`src/rtl/io_input_ctrl.sv`:
```
// io_input_ctrl: synchronised/debounced switch+button reader with clear-on-read IO window; IO_INPUT_SWITCH_DEBOUNCE_EN also debounces switches
module io_input_debounce #(
  parameter int N = 1,
  parameter int D = 20000
) (
  input  logic         clock,
  input  logic         reset,
  input  logic [N-1:0] level,
  output logic [N-1:0] deb,
  output logic [N-1:0] rise
);
  localparam int CW = $clog2(D + 1);
  for (genvar i = 0; i < N; i++) begin : g_bit
    logic [CW-1:0] cnt;
    logic          deb_q;
    logic          hit;
    assign hit = (level[i] != deb_q) && (cnt == CW'(D - 1));
    always_ff @(posedge clock) begin
      if (reset) begin
        cnt   <= '0;
        deb_q <= 1'b0;
      end else begin
        cnt   <= (level[i] == deb_q || hit) ? '0 : cnt + 1'b1;
        deb_q <= hit ? level[i] : deb_q;
      end
    end
    assign deb[i]  = deb_q;
    assign rise[i] = hit & level[i];
  end
endmodule

module io_input_ctrl #(
  parameter int SW_WIDTH        = 24,
  parameter int BTN_WIDTH       = 5,
  parameter int DEBOUNCE_CYCLES = 20000
) (
  input  logic                 clock,
  input  logic                 reset,
  input  logic [SW_WIDTH-1:0]  switch_in,
  input  logic [BTN_WIDTH-1:0] button_in,
  input  logic                 io_read,
  input  logic [1:0]           io_addr,
  output logic [31:0]          io_rdata,
  output logic                 io_rvalid,
  output logic                 event_pending
);
  logic [SW_WIDTH-1:0]  sw_s1, sw_s2, sw_val;
  logic [BTN_WIDTH-1:0] btn_s1, btn_s2, btn_deb, btn_rise, events;
  logic [7:0]           press_cnt;
  logic [31:0]          rdata;
  logic                 rd_ev, rd_pc, any_rise;
  always_ff @(posedge clock) begin
    if (reset) begin
      sw_s1  <= '0;
      sw_s2  <= '0;
      btn_s1 <= '0;
      btn_s2 <= '0;
    end else begin
      sw_s1  <= switch_in;
      sw_s2  <= sw_s1;
      btn_s1 <= button_in;
      btn_s2 <= btn_s1;
    end
  end
  io_input_debounce #(.N(BTN_WIDTH), .D(DEBOUNCE_CYCLES)) u_btn_deb (
    .clock (clock),
    .reset (reset),
    .level (btn_s2),
    .deb   (btn_deb),
    .rise  (btn_rise)
  );
`ifdef IO_INPUT_SWITCH_DEBOUNCE_EN
  logic [SW_WIDTH-1:0] sw_rise;
  io_input_debounce #(.N(SW_WIDTH), .D(DEBOUNCE_CYCLES)) u_sw_deb (
    .clock (clock),
    .reset (reset),
    .level (sw_s2),
    .deb   (sw_val),
    .rise  (sw_rise)
  );
`else
  assign sw_val = sw_s2;
`endif
  assign rd_ev         = io_read && io_addr == 2'd2;
  assign rd_pc         = io_read && io_addr == 2'd3;
  assign any_rise      = |btn_rise;
  assign event_pending = |events;
  always_comb begin
    rdata = io_addr == 2'd0 ? 32'(sw_val) :
            io_addr == 2'd1 ? 32'(btn_deb) :
            io_addr == 2'd2 ? 32'(events) : {24'b0, press_cnt};
  end
  always_ff @(posedge clock) begin
    if (reset) begin
      events    <= '0;
      press_cnt <= '0;
      io_rdata  <= '0;
      io_rvalid <= 1'b0;
    end else begin
      events    <= (rd_ev ? '0 : events) | btn_rise;
      press_cnt <= rd_pc ? {7'b0, any_rise} :
                   (any_rise && press_cnt != 8'hFF) ? press_cnt + 8'd1 : press_cnt;
      io_rdata  <= io_read ? rdata : io_rdata;
      io_rvalid <= io_read;
    end
  end
endmodule

```
`config.mk`:
```
export PLATFORM = sky130hd
export DESIGN_NAME = io_input_ctrl
export DESIGN_NICKNAME = d
export VERILOG_FILES = /design/src/rtl/io_input_ctrl.sv
export SDC_FILE = /design/constraint.sdc
export NUM_CORES = 1
export LEC_CHECK = 0
export ABC_AREA = 1
export CAP_MARGIN = 5
export CELL_PAD_IN_SITES_DETAIL_PLACEMENT = 0
export CELL_PAD_IN_SITES_GLOBAL_PLACEMENT = 1
export CORE_UTILIZATION = 36
export DETAILED_ROUTE_END_ITERATION = 8
export DONT_BUFFER_PORTS = 1
export PLACE_DENSITY = 0.6
export SLEW_MARGIN = 20
export SYNTH_ARGS = -nofsm -noshare
export SYNTH_HDL_FRONTEND = slang
export SYNTH_HIERARCHICAL = 1
export SYNTH_SLANG_ARGS = --single-unit
```
`constraint.sdc`:
```
create_clock -name clock -period 2 [get_ports clock]
set_input_delay 0.4 -clock clock [delete_from_list [all_inputs] [get_ports clock]]
set_output_delay 0.4 -clock clock [all_outputs]
set_load 0.01 [all_outputs]
```
Word level (Yosys, flattened, before mapping)
Cells that the tools add are included.

Flip-flop bits (word level): 184. Output and inout bits: 34.

Add/sub/neg operators: 6. Mux-type cells: 6. Equality and inequality tests: 19. Reductions and logical operators: 23. Bitwise operators: 6.

Operators with widths (count): $add 15x1->15 const B (5); $eq 15x15->1 const B (5); $mux 24 (1); $mux 8 (2); $reduce_or 2->1 (6); $reduce_or 5->1 (2); $add 8x1->8 const B (1); $logic_and 1x1->1 (8); $ne 8x8->1 const B (1); $and 1x1->1 (5); $eq 1x1->1 (5); $logic_or 1x1->1 (5); $mux 5 (1); $ne 1x1->1 (5); $or 5x5->5 (1); $eq 2x2->1 const B (2); $eq 2x1->1 const B (1); $logic_not 2->1 (1); $mux 1 (2); $reduce_bool 2->1 (1).

Logic depth before layout (Yosys ltp)
Gate-level depths: netlist (run 1).

Depth in word-level cells: 7. Mapped depth: 12.

Cells and area by module
The synthesis (run 1) kept the hierarchy.

Modules (own cells, without submodules): io_input_debounce (times used 1, cells an instance 597, area an instance 4315.4 um^2); io_input_ctrl (times used 1, cells an instance 445, area an instance 3510.9 um^2).

Worst setup path after synthesis (run 1)
No wires, ideal clock.

Path kind: register -> register. From: register u_btn_deb.g_bit[3].cnt[0]. To: register press_cnt[4]. Stages on the path, launching flop included: 12. Slack: 269 ps. Library setup time: 70 ps. Data arrival time: 1662 ps. Clock period less this slack: 1731 ps. Cell sequence: dfxtp_1 -> ha_1 -> nand3_4 -> nor2_4 -> nand2_2 -> nor3_1 -> nor2_1 -> nand3_1 -> nand2_4 -> inv_2 -> nand2_1 -> a21oi_1.

Longest elaborated chain between the ends: 5.

Ends and longest elaborated chain: start: declaration (line 14) `logic [CW-1:0] cnt;`; start signal: assignment (line 23) `cnt <= (level[i] == deb_q || hit) ? '0 : cnt + 1'b1;`; $eq 15x15->1 (line 17) `assign hit = (level[i] != deb_q) && (cnt == CW'(D - 1));`; $logic_and 1x1->1 (line 17); $and 1x1->1 (line 28) `assign rise[i] = hit & level[i];`; named net btn_rise[3] (line 48) `logic [BTN_WIDTH-1:0] btn_s1, btn_s2, btn_deb, btn_rise, events;`; $reduce_or 5->1 (line 86) `assign any_rise = |btn_rise;`; $logic_and 1x1->1 (line 102) `(any_rise && press_cnt != 8'hFF) ? press_cnt + 8'd1 : press_cnt;`; end signal: assignment (line 101) `press_cnt <= rd_pc ? {7'b0, any_rise} :`; end: declaration (line 49) `logic [7:0] press_cnt;`.

The timed path passes the listed nets, and every way through them passes these cells. A chain may end at the register's enable or synchronous reset.

Worst setup path in the final report (run 1)
From: register u_btn_deb.g_bit[3].cnt[1]. To: register press_cnt[4].

Same word-level chain as after synthesis.

==> results.sh, run 1 <==
export IMPL_clk_pin_slew_ns=0.07
export IMPL_routed_wl_mm=15.8
export IMPL_power_switching_mw=1.83
export IMPL_max_freq_ghz=0.553
export IMPL_place_congestion=0.762
export IMPL_path_class="reg -> reg"
export IMPL_setup_slack_ns=0.192
export IMPL_crit_chain="ha_2 > nand3_4 > nor2_4 > nand2_2 > nor3_2 > buf_4 > nor2_1 > nand3_2 > nand2_4 > inv_2 > nand2_1 > a21oi_1"
export IMPL_top_level_ports=68
export IMPL_async_reset_ff_share_pct=0
export IMPL_syn_area_sq_mm=0.00783
export IMPL_synthMuxAreaShare_pct=0
export IMPL_synth_warnings=6
export IMPL_synthAdderAreaFrac_pct=0.959
export IMPL_worst_skew_pair_late_latency_ns=0.43
export IMPL_grt_overflow_total=0
export IMPL_post_route_min_period_ns=1.81
export IMPL_cts_sinks=176
export IMPL_tritoncts="done"
export IMPL_drc=0
export IMPL_grt_pass1_vias=5609
export IMPL_postCtsSetupBuffers=0
export IMPL_slew_viol_final=0
export IMPL_swShare_pct=25.4
export IMPL_rsz0062_at_grt="no"
export IMPL_synth_top_family_by_area="simple AND/OR/NAND/NOR gates"
export IMPL_power_leakage_nw=3.24
export IMPL_p_comb_share_pct=2.6
export IMPL_synth_seq_cells=176
export IMPL_synth_common_cells="nand2_1, dfxtp_1, nor2_1"
export IMPL_hold_buffers=0
export IMPL_numCtsBuffers=17
export IMPL_rows=53
export IMPL_synthTopCellsByArea="dfxtp_1, nand2_1, nor2_1"
export IMPL_cap_violations=0
export IMPL_cts_root_buf="clkbuf_16"
export IMPL_rrSetupSlack_ns=0.19
export IMPL_synth_edff_count=0
export IMPL_crit_buf_inv=2
export IMPL_drt_pass1_iter_count=5
export IMPL_wire_per_inst_um=11.7
export IMPL_r2r_start="u_btn_deb/g_bit[3].cnt[1]"
export IMPL_drtIter0Drc=200
export IMPL_synth_area_per_cell_sq_um=7.51
export IMPL_grt_max_degree=71
export IMPL_synth_cell_types=35
export IMPL_rr_endpoint="press_cnt[4]"
export IMPL_grt_pass1_wl_mm=26.9
export IMPL_fin_nets=1105
export IMPL_power_density_mw_per_mm2=814
export IMPL_intPower_mw=5.35
export IMPL_synth_cells=1042
export IMPL_antenna_left=0
export IMPL_dieArea_sq_mm=0.0223
export IMPL_coreArea_sq_mm=0.0212
export IMPL_worst_path_max_delay_cell="dfxtp_1"
export IMPL_io_buffers=0
export IMPL_vias_per_cell=4.38
export IMPL_hp_class="in -> reg"
export IMPL_vias=5928
export IMPL_antenna_found_initial=0
export IMPL_synth_compound_area_share_pct=6.81
export IMPL_yosys_area_top_type="dfxtp_1"
export IMPL_crit_family="simple AND/OR/NAND/NOR gates"
export IMPL_dp_hpwl_mm=11.2
export IMPL_endpoint="press_cnt[4]"
export IMPL_grt_total_usage_pct=15.2
export IMPL_arrival_ns=2.16
export IMPL_synth_most_common_cell="nand2_1"
export IMPL_p_clk_share_pct=46.8
export IMPL_startpoint="u_btn_deb/g_bit[3].cnt[1]"
export IMPL_end_kind="register"
export IMPL_synth_seq_area_share_pct=45.0
export IMPL_synthXorXnorAreaFrac_pct=3.69
export IMPL_pre_cts_ws_ns=-0.0178
export IMPL_path_depth=12
export IMPL_required_ns=2.36
export IMPL_p_seq_share_pct=50.5
export IMPL_dominantRegCellSynth="dfxtp_1"
export IMPL_skew_ns=0.0112
export IMPL_synth_top_area_share_pct=45.0
export IMPL_area_delta_synth_final_pct=12.6
export IMPL_status="completed"
export IMPL_hold_viol=0
export IMPL_die_h_um=149
export IMPL_die_width_um=149
export IMPL_cp_max_fo=7
export IMPL_layoutNonFillerInstCount=1353
export IMPL_cts_buffer_depth=2
export IMPL_total_power_mw=7.18
export IMPL_antennaDiodeCount=0
export IMPL_vdd_drop_max_mv=0.622
export IMPL_final_layout_size_suffix_gt1_share_pct=16.2
export IMPL_htreeDepth=4
export IMPL_critPathLaunchType="register"
export IMPL_ff2ff_path_depth=12
export IMPL_dp_cells=1321
export IMPL_initial_core_util_pct=37.0
export IMPL_final_period_utilization_pct=90.4
export IMPL_synthSimpleGateAreaFrac_pct=32.9
export IMPL_setup_tns_ns=0
export IMPL_finalSetupViolCount=0
export IMPL_cpPeakStageDelay_ns=0.36
final cells by class:
| type | count | area [sq um] |
|---|---|---|
| tap | 275 | 344 |
| multi-input combinational | 690 | 3540 |
| sequential | 176 | 3520 |
| clock inverter | 15 | 189 |
| fill | 2234 | 12300 |
| timing repair buffer | 32 | 240 |
| clock buffer | 17 | 425 |
| inverter | 148 | 558 |
how the worst min path moves through the flow:
stage / from / end / slack (ns) / depth (start not counted)
after global placement: sw_s1[11] / sw_s2[11] / 0.39 / 2
after detailed placement: sw_s1[13] / sw_s2[13] / 0.39 / 2
final: reset / io_rdata[5] / 0.04 / 1
after CTS: reset / sw_s2[21] / 0.02 / 1
after global routing: reset / sw_s2[17] / 0.01 / 1
after floorplan: btn_s1[0] / btn_s2[0] / 0.39 / 2
routing by layer:
layer	vias to the layer above	global-route usage, %	part of all wire [%]
met5	-	0	0
met4	0	4.95	1.2
met3	10	3.14	2.8
met2	66	24.2	46
met1	2590	20.3	51
li1	3262	-	-
cell families after synthesis:
logic type	Yosys count
AOI/OAI and AO/OA	97
DFF	176
other	1
adders and majority gates	6
and+or+nand+nor	546
buffers and inverters	183
xor gates and xnor gates	33
through the flow:
stage / util, % / hold slack (ns) / cell area, sq um
2_1_floorplan: - / 0.388 / 7850
3_3_place_gp: 38.6 / 0.390 / 8170
3_5_place_dp: 38.6 / 0.392 / 8170
4_1_cts: 41.5 / 0.0185 / 8790
5_1_grt: 41.7 / 0.0114 / 8820
6_report: 41.7 / 0.0417 / 8820
power groups by stage:
stage                     clock network (mW)  logic, mW  registers (mW)
after CTS                               3.49      0.193            3.63
after floorplan                            0      0.205            3.70
after global placement                     0      0.194            3.71
after detailed placement                   0      0.193            3.71
after global routing                    3.63      0.222            3.64
final                                   3.36      0.188            3.63
cells in the final DEF (no fill, tap or decap), drive strengths merged, types with 8 or more instances in the layout:
cell    netlist  final
buf          31     32
nand4        23     23
xnor2        13     13
nor2        205    205
o21ai        27     27
nand3b        9      9
xor2         20     20
conb          1      8
a21oi        66     66
inv         147    153
nand3        74     74
clkinv        1     10
clkbuf        4     17
dfxtp       176    176
nand2       228    228
sequential cells by signal, summed over array words and instances, names as in the netlist:
| name | cells |
|---|---|
| u_btn_deb/g_bit.deb_q | 5 |
| u_btn_deb/g_bit.cnt | 75 |
| btn_s1 | 5 |
| press_cnt | 8 |
| events | 5 |
| btn_s2 | 5 |
| sw_s1 | 24 |
| io_rdata | 24 |
| io_rvalid | 1 |
| sw_s2 | 24 |
worst register-to-register path: stages, from the launching register on:
cell and delay, ns:
dfxtp_1 0.36, ha_2 0.24, nand3_4 0.11, nor2_4 0.13
nand2_2 0.09, nor3_2 0.11, buf_4 0.14, nor2_1 0.05
nand3_2 0.13, nand2_4 0.10, inv_2 0.11, nand2_1 0.06
a21oi_1 0.11
repair_timing:
action | 4_1_cts | 5_1_grt
gates resized for setup | 1 | 6
endpoints found under the hold margin | 0 | 0
setup endpoints to repair | 6 | 7
(Power assumes the default switching activity.)
==> run 2, diff against run 1 <==
CAP_MARGIN = unset   (was 5)
HOLD_SLACK_MARGIN = 0.08   (was unset)
TNS_END_PERCENT = 10   (was unset)
==> results.sh, run 2 (synthesis results as in run 1) <==
export IMPL_rr_endpoint="press_cnt[4]"
export IMPL_cts_buffer_depth=2
export IMPL_die_width_um=149
export IMPL_arrival_ns=2.16
export IMPL_drtIter0Drc=214
export IMPL_crit_family="simple AND/OR/NAND/NOR gates"
export IMPL_grt_max_degree=65
export IMPL_cp_max_fo=7
export IMPL_ff2ff_path_depth=12
export IMPL_io_buffers=0
export IMPL_rrSetupSlack_ns=0.19
export IMPL_tritoncts="done"
export IMPL_holdPathEnd="sw_s1[1]"
export IMPL_max_freq_ghz=0.552
export IMPL_vias=6045
export IMPL_min_from="switch_in[1]"
export IMPL_clk_pin_slew_ns=0.07
export IMPL_vdd_drop_max_mv=0.622
export IMPL_cts_sinks=176
export IMPL_worst_skew_pair_late_latency_ns=0.42
export IMPL_final_cell_mix="nand2_1, dfxtp_1, nor2_1, inv_1, nand3_1"
export IMPL_r2r_start="u_btn_deb/g_bit[3].cnt[1]"
export IMPL_worst_path_max_delay_cell="dfxtp_1"
export IMPL_antenna_left=0
export IMPL_final_layout_size_suffix_gt1_share_pct=15.9
export IMPL_antennaDiodeCount=0
export IMPL_skew_ns=0.0131
export IMPL_htreeDepth=4
export IMPL_cap_violations=0
export IMPL_drc=0
export IMPL_cpPeakStageDelay_ns=0.36
export IMPL_fill_cells=2211
export IMPL_regArea_sq_mm=0.00352
export IMPL_largest_reg_flops=75
export IMPL_whs_path_depth=2
export IMPL_place_congestion=0.762
export IMPL_hold_viol=0
export IMPL_critPathLaunchType="register"
export IMPL_fin_nets=1133
export IMPL_tightest_slew_ns=0.840
export IMPL_area_delta_synth_final_pct=16.5
export IMPL_final_period_utilization_pct=90.5
export IMPL_numCtsBuffers=17
export IMPL_postCtsSetupBuffers=0
export IMPL_dp_hpwl_mm=11.2
export IMPL_grt_pass1_wl_mm=27.7
export IMPL_post_route_min_period_ns=1.81
export IMPL_grt_overflow_total=0
export IMPL_dieArea_sq_mm=0.0223
export IMPL_vias_per_cell=4.38
export IMPL_grt_total_usage_pct=15.7
export IMPL_routed_wl_mm=16.5
export IMPL_multi_input_area_sq_mm=0.00354
export IMPL_initial_core_util_pct=37.0
export IMPL_coreArea_sq_mm=0.0212
export IMPL_status="completed"
export IMPL_hp_class="in -> reg"
export IMPL_relSlewSlack_pct=43.8
export IMPL_power_leakage_nw=3.37
export IMPL_total_power_mw=7.25
export IMPL_end_kind="register"
export IMPL_layout_commonest_cell="nand2_1"
export IMPL_drt_pass1_iter_count=4
export IMPL_top_level_ports=68
export IMPL_crit_chain="ha_2 > nand3_4 > nor2_4 > nand2_2 > nor3_2 > buf_4 > nor2_1 > nand3_2 > nand2_4 > inv_2 > nand2_1 > a21oi_1"
export IMPL_slew_viol_final=0
export IMPL_hold_slack_ns=0.110
export IMPL_cts_root_buf="clkbuf_16"
export IMPL_regMostFlops="u_btn_deb/g_bit.cnt"
export IMPL_required_ns=2.35
export IMPL_die_h_um=149
export IMPL_wire_per_inst_um=11.9
export IMPL_path_class="reg -> reg"
export IMPL_rows=53
export IMPL_crit_buf_inv=2
export IMPL_rsz0062_at_grt="no"
export IMPL_antenna_found_initial=0
export IMPL_grt_pass1_vias=5736
export IMPL_finalSetupViolCount=0
export IMPL_power_density_mw_per_mm2=795
-- run 2: layer usage --
layer	routed length (um)	global-route usage, %	vias to the layer above
li1	-	-	3316
met1	8260	21.3	2666
met2	7580	25.0	59
met3	534	3.14	4
met4	88	4.95	0
met5	0	0	-
-- run 2: worst max-delay path by stage --
stage | cells past startpoint | startpoint | endpoint
2_1_floorplan | 11 | u_btn_deb/g_bit[3].cnt[0] | press_cnt[4]
3_3_place_gp | 12 | u_btn_deb/g_bit[3].cnt[1] | press_cnt[4]
3_5_place_dp | 12 | u_btn_deb/g_bit[3].cnt[1] | press_cnt[2]
4_1_cts | 12 | u_btn_deb/g_bit[3].cnt[1] | press_cnt[2]
5_1_grt | 12 | u_btn_deb/g_bit[4].cnt[0] | press_cnt[3]
6_report | 12 | u_btn_deb/g_bit[3].cnt[1] | press_cnt[4]
-- run 2: cell type report --
class | count | share of cell area, %
clock buffers | 17 | 4.67
inverters | 148 | 6.12
multi-input cells | 690 | 38.8
well taps | 275 | 3.78
clock inverters | 15 | 2.07
repair buffers | 60 | 5.90
flip-flops and latches | 176 | 38.7
-- run 2: repair_timing --
action	CTS	global route
resized for setup	1	6
hold endpoints to repair	84	0
endpoints found under the setup margin	6	7
hold buffers	28	0
-- run 2: power breakdown --
part	leakage [nW]	total (mW)	switching [mW]	internal (mW)
clock	0.296	3.35	1.65	1.70
sequential	1.43	3.63	0.0443	3.58
combinational	1.64	0.266	0.161	0.105
total	3.37	7.25	1.85	5.39
-- run 2: stage by stage --
stage                     std cells  TNS, ns  worst slack [ns]  util [%]  area, sq um
after floorplan                1049        0             0.269         -         7850
after global placement         1321        0            0.0392      38.6         8170
after detailed placement       1321  -0.0496           -0.0178      38.6         8170
after CTS                      1381        0            0.0771      43.0         9090
after global routing           1381        0           0.00499      43.1         9110
final                          1381        0             0.190      43.1         9110
-- run 2: worst register-to-register path, cell delays in order (launching register included) --
cell and delay, ns:
dfxtp_1 0.36, ha_2 0.24, nand3_4 0.11, nor2_4 0.13, nand2_2 0.09, nor3_2 0.11, buf_4 0.14, nor2_1 0.05
nand3_2 0.13, nand2_4 0.10, inv_2 0.11, nand2_1 0.06, a21oi_1 0.11
